[src/rtl/conway_mode_sequencer_if.sv]
// Host-side handshake bundle for conway_mode_sequencer.
// master = serial host, slave = sequencer.
interface conway_mode_sequencer_if #(
  parameter int GEN_WIDTH = 16
);
  logic                 CMD_VALID;
  logic                 CMD_READY;
  logic [1:0]           CMD_OP;
  logic [GEN_WIDTH-1:0] CMD_ARG;
  logic                 SER_IN_VALID;
  logic                 SER_IN_DATA;
  logic                 SER_IN_READY;
  logic                 SER_OUT_READY;
  logic                 SER_OUT_VALID;

  modport master (
    output CMD_VALID, CMD_OP, CMD_ARG,
    output SER_IN_VALID, SER_IN_DATA,
    output SER_OUT_READY,
    input  CMD_READY, SER_IN_READY,
    input  SER_OUT_VALID
  );

  modport slave (
    input  CMD_VALID, CMD_OP, CMD_ARG,
    input  SER_IN_VALID, SER_IN_DATA,
    input  SER_OUT_READY,
    output CMD_READY, SER_IN_READY,
    output SER_OUT_VALID
  );
endinterface

[src/rtl/conway_mode_sequencer.sv]
// Command FSM driving LOAD/RUN/OUTPUT modes of the Conway memory.
// Ports: CLK, RESET (async, active-high); host = handshake bundle
// (slave): CMD_*, SER_IN_*, SER_OUT_*; memory side: LOAD_MODE,
// RUN_MODE, OUTPUT_MODE, SERIAL_IN; status: BUSY, DONE, ERROR.
// Optional: define CONWAY_LOAD_TIMEOUT_EN to abort stalled loads.
module conway_mode_sequencer #(
  parameter int DATA_SIZE      = 64,
  parameter int GEN_WIDTH      = 16,
  parameter int TIMEOUT_CYCLES = 1024
) (
  input  logic                    CLK,
  input  logic                    RESET,
  conway_mode_sequencer_if.slave  host,
  output logic                    LOAD_MODE,
  output logic                    RUN_MODE,
  output logic                    OUTPUT_MODE,
  output logic                    SERIAL_IN,
  output logic                    BUSY,
  output logic                    DONE,
  output logic                    ERROR
);
  localparam int BW = $clog2(DATA_SIZE + 1);
  localparam logic [BW-1:0] LAST = BW'(DATA_SIZE - 1);

  typedef enum logic [1:0] {
    S_IDLE,
    S_LOAD,
    S_RUN,
    S_DUMP
  } state_t;

  state_t               r_state, w_state_nxt;
  logic [BW-1:0]        r_bit_cnt, w_bit_nxt;
  logic [GEN_WIDTH-1:0] r_gen_cnt, w_gen_nxt;
  logic                 r_done, w_done_nxt;
  logic                 r_error, w_err_nxt;
  logic                 r_sov;

`ifdef CONWAY_LOAD_TIMEOUT_EN
  localparam int TW = $clog2(TIMEOUT_CYCLES + 1);
  localparam logic [TW-1:0] TO_LAST = TW'(TIMEOUT_CYCLES - 1);
  logic [TW-1:0] r_to_cnt, w_to_nxt;
`endif

  // Mode decode: states are exclusive, so modes are too.
  assign LOAD_MODE   = (r_state == S_LOAD) & host.SER_IN_VALID;
  assign RUN_MODE    = (r_state == S_RUN) & (|r_gen_cnt);
  assign OUTPUT_MODE = (r_state == S_DUMP) & host.SER_OUT_READY;
  assign SERIAL_IN   = host.SER_IN_DATA;
  assign BUSY        = (r_state != S_IDLE);
  assign DONE        = r_done;
  assign ERROR       = r_error;

  assign host.CMD_READY     = (r_state == S_IDLE);
  assign host.SER_IN_READY  = (r_state == S_LOAD);
  assign host.SER_OUT_VALID = r_sov;

  always_comb begin
    w_state_nxt = r_state;
    w_bit_nxt   = r_bit_cnt;
    w_gen_nxt   = r_gen_cnt;
    w_done_nxt  = 1'b0;
    w_err_nxt   = 1'b0;
`ifdef CONWAY_LOAD_TIMEOUT_EN
    w_to_nxt    = r_to_cnt;
`endif
    unique case (r_state)
      S_IDLE: begin
        if (host.CMD_VALID) begin
          w_bit_nxt = '0;
`ifdef CONWAY_LOAD_TIMEOUT_EN
          w_to_nxt  = '0;
`endif
          unique case (host.CMD_OP)
            2'b00: w_state_nxt = S_LOAD;
            2'b01: begin
              w_state_nxt = S_RUN;
              w_gen_nxt   = host.CMD_ARG;
            end
            2'b10: w_state_nxt = S_DUMP;
            default: w_err_nxt = 1'b1;
          endcase
        end
      end
      S_LOAD: begin
        if (host.SER_IN_VALID) begin
          w_bit_nxt = r_bit_cnt + BW'(1);
`ifdef CONWAY_LOAD_TIMEOUT_EN
          w_to_nxt  = '0;
`endif
          if (r_bit_cnt == LAST) begin
            w_state_nxt = S_IDLE;
            w_done_nxt  = 1'b1;
          end
        end
`ifdef CONWAY_LOAD_TIMEOUT_EN
        else if (r_to_cnt == TO_LAST) begin
          // Abandon a stalled load; memory is partial.
          w_state_nxt = S_IDLE;
          w_err_nxt   = 1'b1;
          w_to_nxt    = '0;
        end else begin
          w_to_nxt = r_to_cnt + TW'(1);
        end
`endif
      end
      S_RUN: begin
        // Zero-generation run still completes with DONE.
        if (r_gen_cnt == '0) begin
          w_state_nxt = S_IDLE;
          w_done_nxt  = 1'b1;
        end else begin
          w_gen_nxt = r_gen_cnt - GEN_WIDTH'(1);
          if (r_gen_cnt == GEN_WIDTH'(1)) begin
            w_state_nxt = S_IDLE;
            w_done_nxt  = 1'b1;
          end
        end
      end
      S_DUMP: begin
        if (host.SER_OUT_READY) begin
          w_bit_nxt = r_bit_cnt + BW'(1);
          // DONE lands with the last registered SERIAL_OUT bit.
          if (r_bit_cnt == LAST) begin
            w_state_nxt = S_IDLE;
            w_done_nxt  = 1'b1;
          end
        end
      end
      default: w_state_nxt = S_IDLE;
    endcase
  end

  always_ff @(posedge CLK or posedge RESET) begin
    if (RESET) begin
      r_state   <= S_IDLE;
      r_bit_cnt <= '0;
      r_gen_cnt <= '0;
      r_done    <= 1'b0;
      r_error   <= 1'b0;
      r_sov     <= 1'b0;
    end else begin
      r_state   <= w_state_nxt;
      r_bit_cnt <= w_bit_nxt;
      r_gen_cnt <= w_gen_nxt;
      r_done    <= w_done_nxt;
      r_error   <= w_err_nxt;
      r_sov     <= OUTPUT_MODE;
    end
  end

`ifdef CONWAY_LOAD_TIMEOUT_EN
  always_ff @(posedge CLK or posedge RESET) begin
    if (RESET) r_to_cnt <= '0;
    else       r_to_cnt <= w_to_nxt;
  end
`endif
endmodule

[src/flat_wrapper.sv]
// flat-port wrapper written by rule: the top's interface ports become plain ports
module conway_mode_sequencer_flat 
#(
  parameter int DATA_SIZE      = 64,
  parameter int GEN_WIDTH      = 16,
  parameter int TIMEOUT_CYCLES = 1024
)
  (CLK, RESET, LOAD_MODE, RUN_MODE, OUTPUT_MODE, SERIAL_IN, BUSY, DONE, ERROR, host_CMD_VALID, host_CMD_OP, host_CMD_ARG, host_SER_IN_VALID, host_SER_IN_DATA, host_SER_OUT_READY, host_CMD_READY, host_SER_IN_READY, host_SER_OUT_VALID);
  conway_mode_sequencer_if #(.GEN_WIDTH(GEN_WIDTH)) host_i ();
  input  logic CLK;
  input  logic RESET;
  output logic LOAD_MODE;
  output logic RUN_MODE;
  output logic OUTPUT_MODE;
  output logic SERIAL_IN;
  output logic BUSY;
  output logic DONE;
  output logic ERROR;
  input wire logic [$bits(host_i.CMD_VALID)-1:0] host_CMD_VALID;
  input wire logic [$bits(host_i.CMD_OP)-1:0] host_CMD_OP;
  input wire logic [$bits(host_i.CMD_ARG)-1:0] host_CMD_ARG;
  input wire logic [$bits(host_i.SER_IN_VALID)-1:0] host_SER_IN_VALID;
  input wire logic [$bits(host_i.SER_IN_DATA)-1:0] host_SER_IN_DATA;
  input wire logic [$bits(host_i.SER_OUT_READY)-1:0] host_SER_OUT_READY;
  output wire logic [$bits(host_i.CMD_READY)-1:0] host_CMD_READY;
  output wire logic [$bits(host_i.SER_IN_READY)-1:0] host_SER_IN_READY;
  output wire logic [$bits(host_i.SER_OUT_VALID)-1:0] host_SER_OUT_VALID;
  assign host_i.CMD_VALID = host_CMD_VALID;
  assign host_i.CMD_OP = host_CMD_OP;
  assign host_i.CMD_ARG = host_CMD_ARG;
  assign host_i.SER_IN_VALID = host_SER_IN_VALID;
  assign host_i.SER_IN_DATA = host_SER_IN_DATA;
  assign host_i.SER_OUT_READY = host_SER_OUT_READY;
  assign host_CMD_READY = host_i.CMD_READY;
  assign host_SER_IN_READY = host_i.SER_IN_READY;
  assign host_SER_OUT_VALID = host_i.SER_OUT_VALID;
  conway_mode_sequencer #(.DATA_SIZE(DATA_SIZE), .GEN_WIDTH(GEN_WIDTH), .TIMEOUT_CYCLES(TIMEOUT_CYCLES)) u_core (.CLK(CLK), .RESET(RESET), .host(host_i), .LOAD_MODE(LOAD_MODE), .RUN_MODE(RUN_MODE), .OUTPUT_MODE(OUTPUT_MODE), .SERIAL_IN(SERIAL_IN), .BUSY(BUSY), .DONE(DONE), .ERROR(ERROR));
endmodule
[config.mk]
export PLATFORM = sky130hd
export DESIGN_NAME = conway_mode_sequencer_flat
export DESIGN_NICKNAME = d
export VERILOG_FILES = /design/src/rtl/conway_mode_sequencer_if.sv /design/src/rtl/conway_mode_sequencer.sv /design/src/flat_wrapper.sv
export SDC_FILE = /design/constraint.sdc
export NUM_CORES = 1
export LEC_CHECK = 0
export BUFFER_PORTS_ARGS = -buffer_cell sky130_fd_sc_hd__buf_2
export CORE_MARGIN = 10
export CORE_UTILIZATION = 30
export DETAILED_ROUTE_END_ITERATION = 8
export GPL_TIMING_DRIVEN = 1
export SETUP_SLACK_MARGIN = 0.1
export SYNTH_ARGS = -nofsm -noshare
export SYNTH_HDL_FRONTEND = slang
export SYNTH_SLANG_ARGS = --single-unit
[constraint.sdc]
create_clock -name CLK -period 1.8 [get_ports CLK]
set_input_delay 0.27 -clock CLK [delete_from_list [all_inputs] [get_ports CLK]]
set_output_delay 0.27 -clock CLK [all_outputs]
set_load 0.05 [all_outputs]
==> flow_summary.ini <==
[status]
outcome = finished, violations left
violations = negative setup slack

[timing]
drv_slew = 0
layout_min_cycle_time_ns = 2.07
skew_ns = 0.00134
worst_pin_slew_ns = 0.407
relSlewSlack_pct = 72.8
worst_slack_ns = -0.266
finalHoldViolCount = 0
finalSetupViolations = 12
max_freq_ghz = 0.484
grt_setup_unrepaired = true
setup_tns_ns = -1.40
finalCritPeriodShare_pct = 115

[critical_path]
worstPathMaxFanout = 8
crit_type = reg2out
required_ns = 1.53
start_kind = flop
endpoint_kind = output pin
arrival_ns = 1.80

[drt]
drcViolationCount = 0
avgViaCountPerCell = 5.27
dr.pass1.iters = 4
antenna_left = 0
wl_um = 5470
num_vias = 1880
drt_iter0_markers = 75
wl_per_cell_um = 15.3

[final_layout]
diodes = 0
fin_util_pct = 47.1
nets = 313
fill_cells = 565
drive_gt1_share_pct = 48.2
areaGrowthSynthToFinish_pct = 50.0

[run]
drv_cap = 0

[floorplan]
initial_core_util_pct = 31.4
die_w_um = 99.4
rows = 28
fp.dieH_um = 99.4
io_pins = 34
die_area_um2 = 9880
core_area_um2 = 6030

[placement]
portBuffers = 31
dp_hpwl_um = 3850
gp_congestion = 0.785

[yosys]
syn-num-nets = 237
ys_seq_area_share_pct = 37.0
synthArstFlopShare_pct = 100
synthDominantAreaCellType = dfrtp_1
synth_top_area_share_pct = 37.0
synthTopCellsByArea = dfrtp_1 37%, a21oi_1 5.3%, o2bb2ai_1 4.2%, ha_1 4.0%, nor2_1 3.4%
postSynthAreaPerCell_um2 = 9.14
synth_edf_count = 0
synth_warnings = 0
ys_ff_latch = 28
synth_ff_type = dfrtp_1
netlist_instances = 207
syn-cell-area_um2 = 1890
yosysUniqueCellTypes = 49

[clocking]
root_buffer = clkbuf_8
h-tree-depth = 1
cts.sinks = 28
cts_tree = done
path_clk_slew_ns = 0.10
cts_buffer_depth = 2
clock_latency_ns = 0.27
cts_buffers = 3

[global_route]
grtUsageTotal_pct = 10.9
grt_pass1_vias = 1804
antenna_found_initial = 0
grt_pass1_wl_um = 9160
grt_max_degree = 29
grt_overflow_total = 0

[power_and_ir_drop]
leakagePower_uw = 0.00122
p_per_area_nw_per_um2 = 1600
total_power_uw = 4550
peakVddDrop_v = 0.000568

[hold_path]
hold_class = in2async
repair_timing:
item | in CTS | in global routing
gates resized for setup | 38 | 16
cloned | 2 | 0
pin swaps | 20 | 16
setup buffers | 12 | 3
hold buffers | 0 | 0
endpoints found under the setup margin | 19 | 25
state kept, by name, summed over array words and instances, names as in the netlist:
name	count
u_core.DONE	1
u_core.host.SER_OUT_VALID	1
u_core.r_bit_cnt	7
u_core.ERROR	1
u_core.r_gen_cnt	16
u_core.r_state	2
through the flow:
step | std cells | cell area (um^2) | setup WS [ns] | hold WS, ns
6_report | 357 | 2840 | -0.266 | 0.0465
5_1_grt | 357 | 2840 | -0.343 | 0.0789
4_1_cts | 355 | 2760 | -0.235 | 0.0600
3_5_place_dp | 338 | 2420 | -0.0676 | 0.362
3_3_place_gp | 338 | 2420 | -0.0461 | 0.364
2_1_floorplan | 207 | 1950 | -0.0882 | 0.335
cell usage after synthesis (2+ instances only):
cell type	instances
nand2_1	11
o21ai_0	8
clkbuf_1	10
nor4_4	2
o31ai_1	3
inv_1	8
buf_2	3
and2_1	2
or2_2	2
a21oi_1	20
ha_1	6
o2bb2ai_1	9
nor4_2	3
nor2b_1	2
o32ai_1	4
or4_1	3
o211ai_1	7
and3_1	2
dfrtp_1	28
a22o_1	2
nand4_1	2
nand3_1	6
or3_1	8
nand2b_1	2
nor3b_1	2
a31oi_1	5
nor3_1	5
nor2_1	17
a22oi_1	5
logic make-up (layout without fill, tap and decap cells):
logic type	after synthesis	after routing	share of synthesized area (%)
and+or+nand+nor	77	77	26.4
AOI/OAI and AO/OA	71	71	26.1
DFF	28	28	37.0
buffers and inverters	23	98	5.36
adders and majority gates	6	6	3.97
muxes	2	2	1.19
cell usage in the layout (no fill, tap or decap), types with 6 or more instances in the layout:
cell type,netlist,layout
or3_1,8,8
buf_4,1,43
inv_1,8,6
dfrtp_1,28,27
nor2_1,17,15
o2bb2ai_1,9,6
buf_2,3,29
o211ai_1,7,7
buf_6,1,11
nand2_1,11,9
a21oi_1,20,14
where the power goes:
part           leakage [uW]  switching, uW  total (uW)  internal [uW]
logic              0.000850           1580        3010           1430
registers          0.000343            250        1140            890
clock network     0.0000288            202         398            196
layout make-up:
cell class                      instances  area, um^2  share of cell area, %
Multi-Input combinational cell        156        1310                   46.2
Sequential cell                        28         702                   24.7
Timing Repair Buffer                   86         647                   22.8
Tap cell                               75        93.8                   3.31
Clock buffer                            4        55.1                   1.94
Inverter                                8        30.0                   1.06
worst max-delay path, cell delays in order, from the launching register on:
cell	delay [ns]
dfrtp_1	0.39
or4_4	0.66
nor3_4	0.22
a21oi_4	0.08
buf_6	0.17
worst paths after layout:
path                                                 start                          endpoint  slack [ns]  cells after the start
setup / recovery           u_core.r_gen_cnt[6]$_DFFE_PP0P_                          RUN_MODE       -0.27                      4
hold / removal                                       RESET             u_core.DONE$_DFF_PP0_        0.05                      3
setup reg to reg           u_core.r_gen_cnt[0]$_DFFE_PP0P_  u_core.r_gen_cnt[13]$_DFFE_PP0P_       -0.24                      8
hold reg to reg            u_core.r_bit_cnt[1]$_DFFE_PP0P_   u_core.r_bit_cnt[1]$_DFFE_PP0P_        0.55                      1
max in group asynchronous                            RESET     u_core.r_state[1]$_DFFE_PP0P_        1.47                      3
min in group CLK                           host_CMD_ARG[3]   u_core.r_gen_cnt[3]$_DFFE_PP0P_        0.27                      3
routing by layer:
layer  track usage (%)  up-vias  wire length [um]  share of wire (%)
met2              17.8       40              2800                 51
met5                 0        -                 0                  0
met1              14.2      894              2400                 44
met3              1.66        6               195                3.6
li1                  -      940                 -                  -
met4              3.42        0                79                1.4
(Power assumes the default switching activity.)
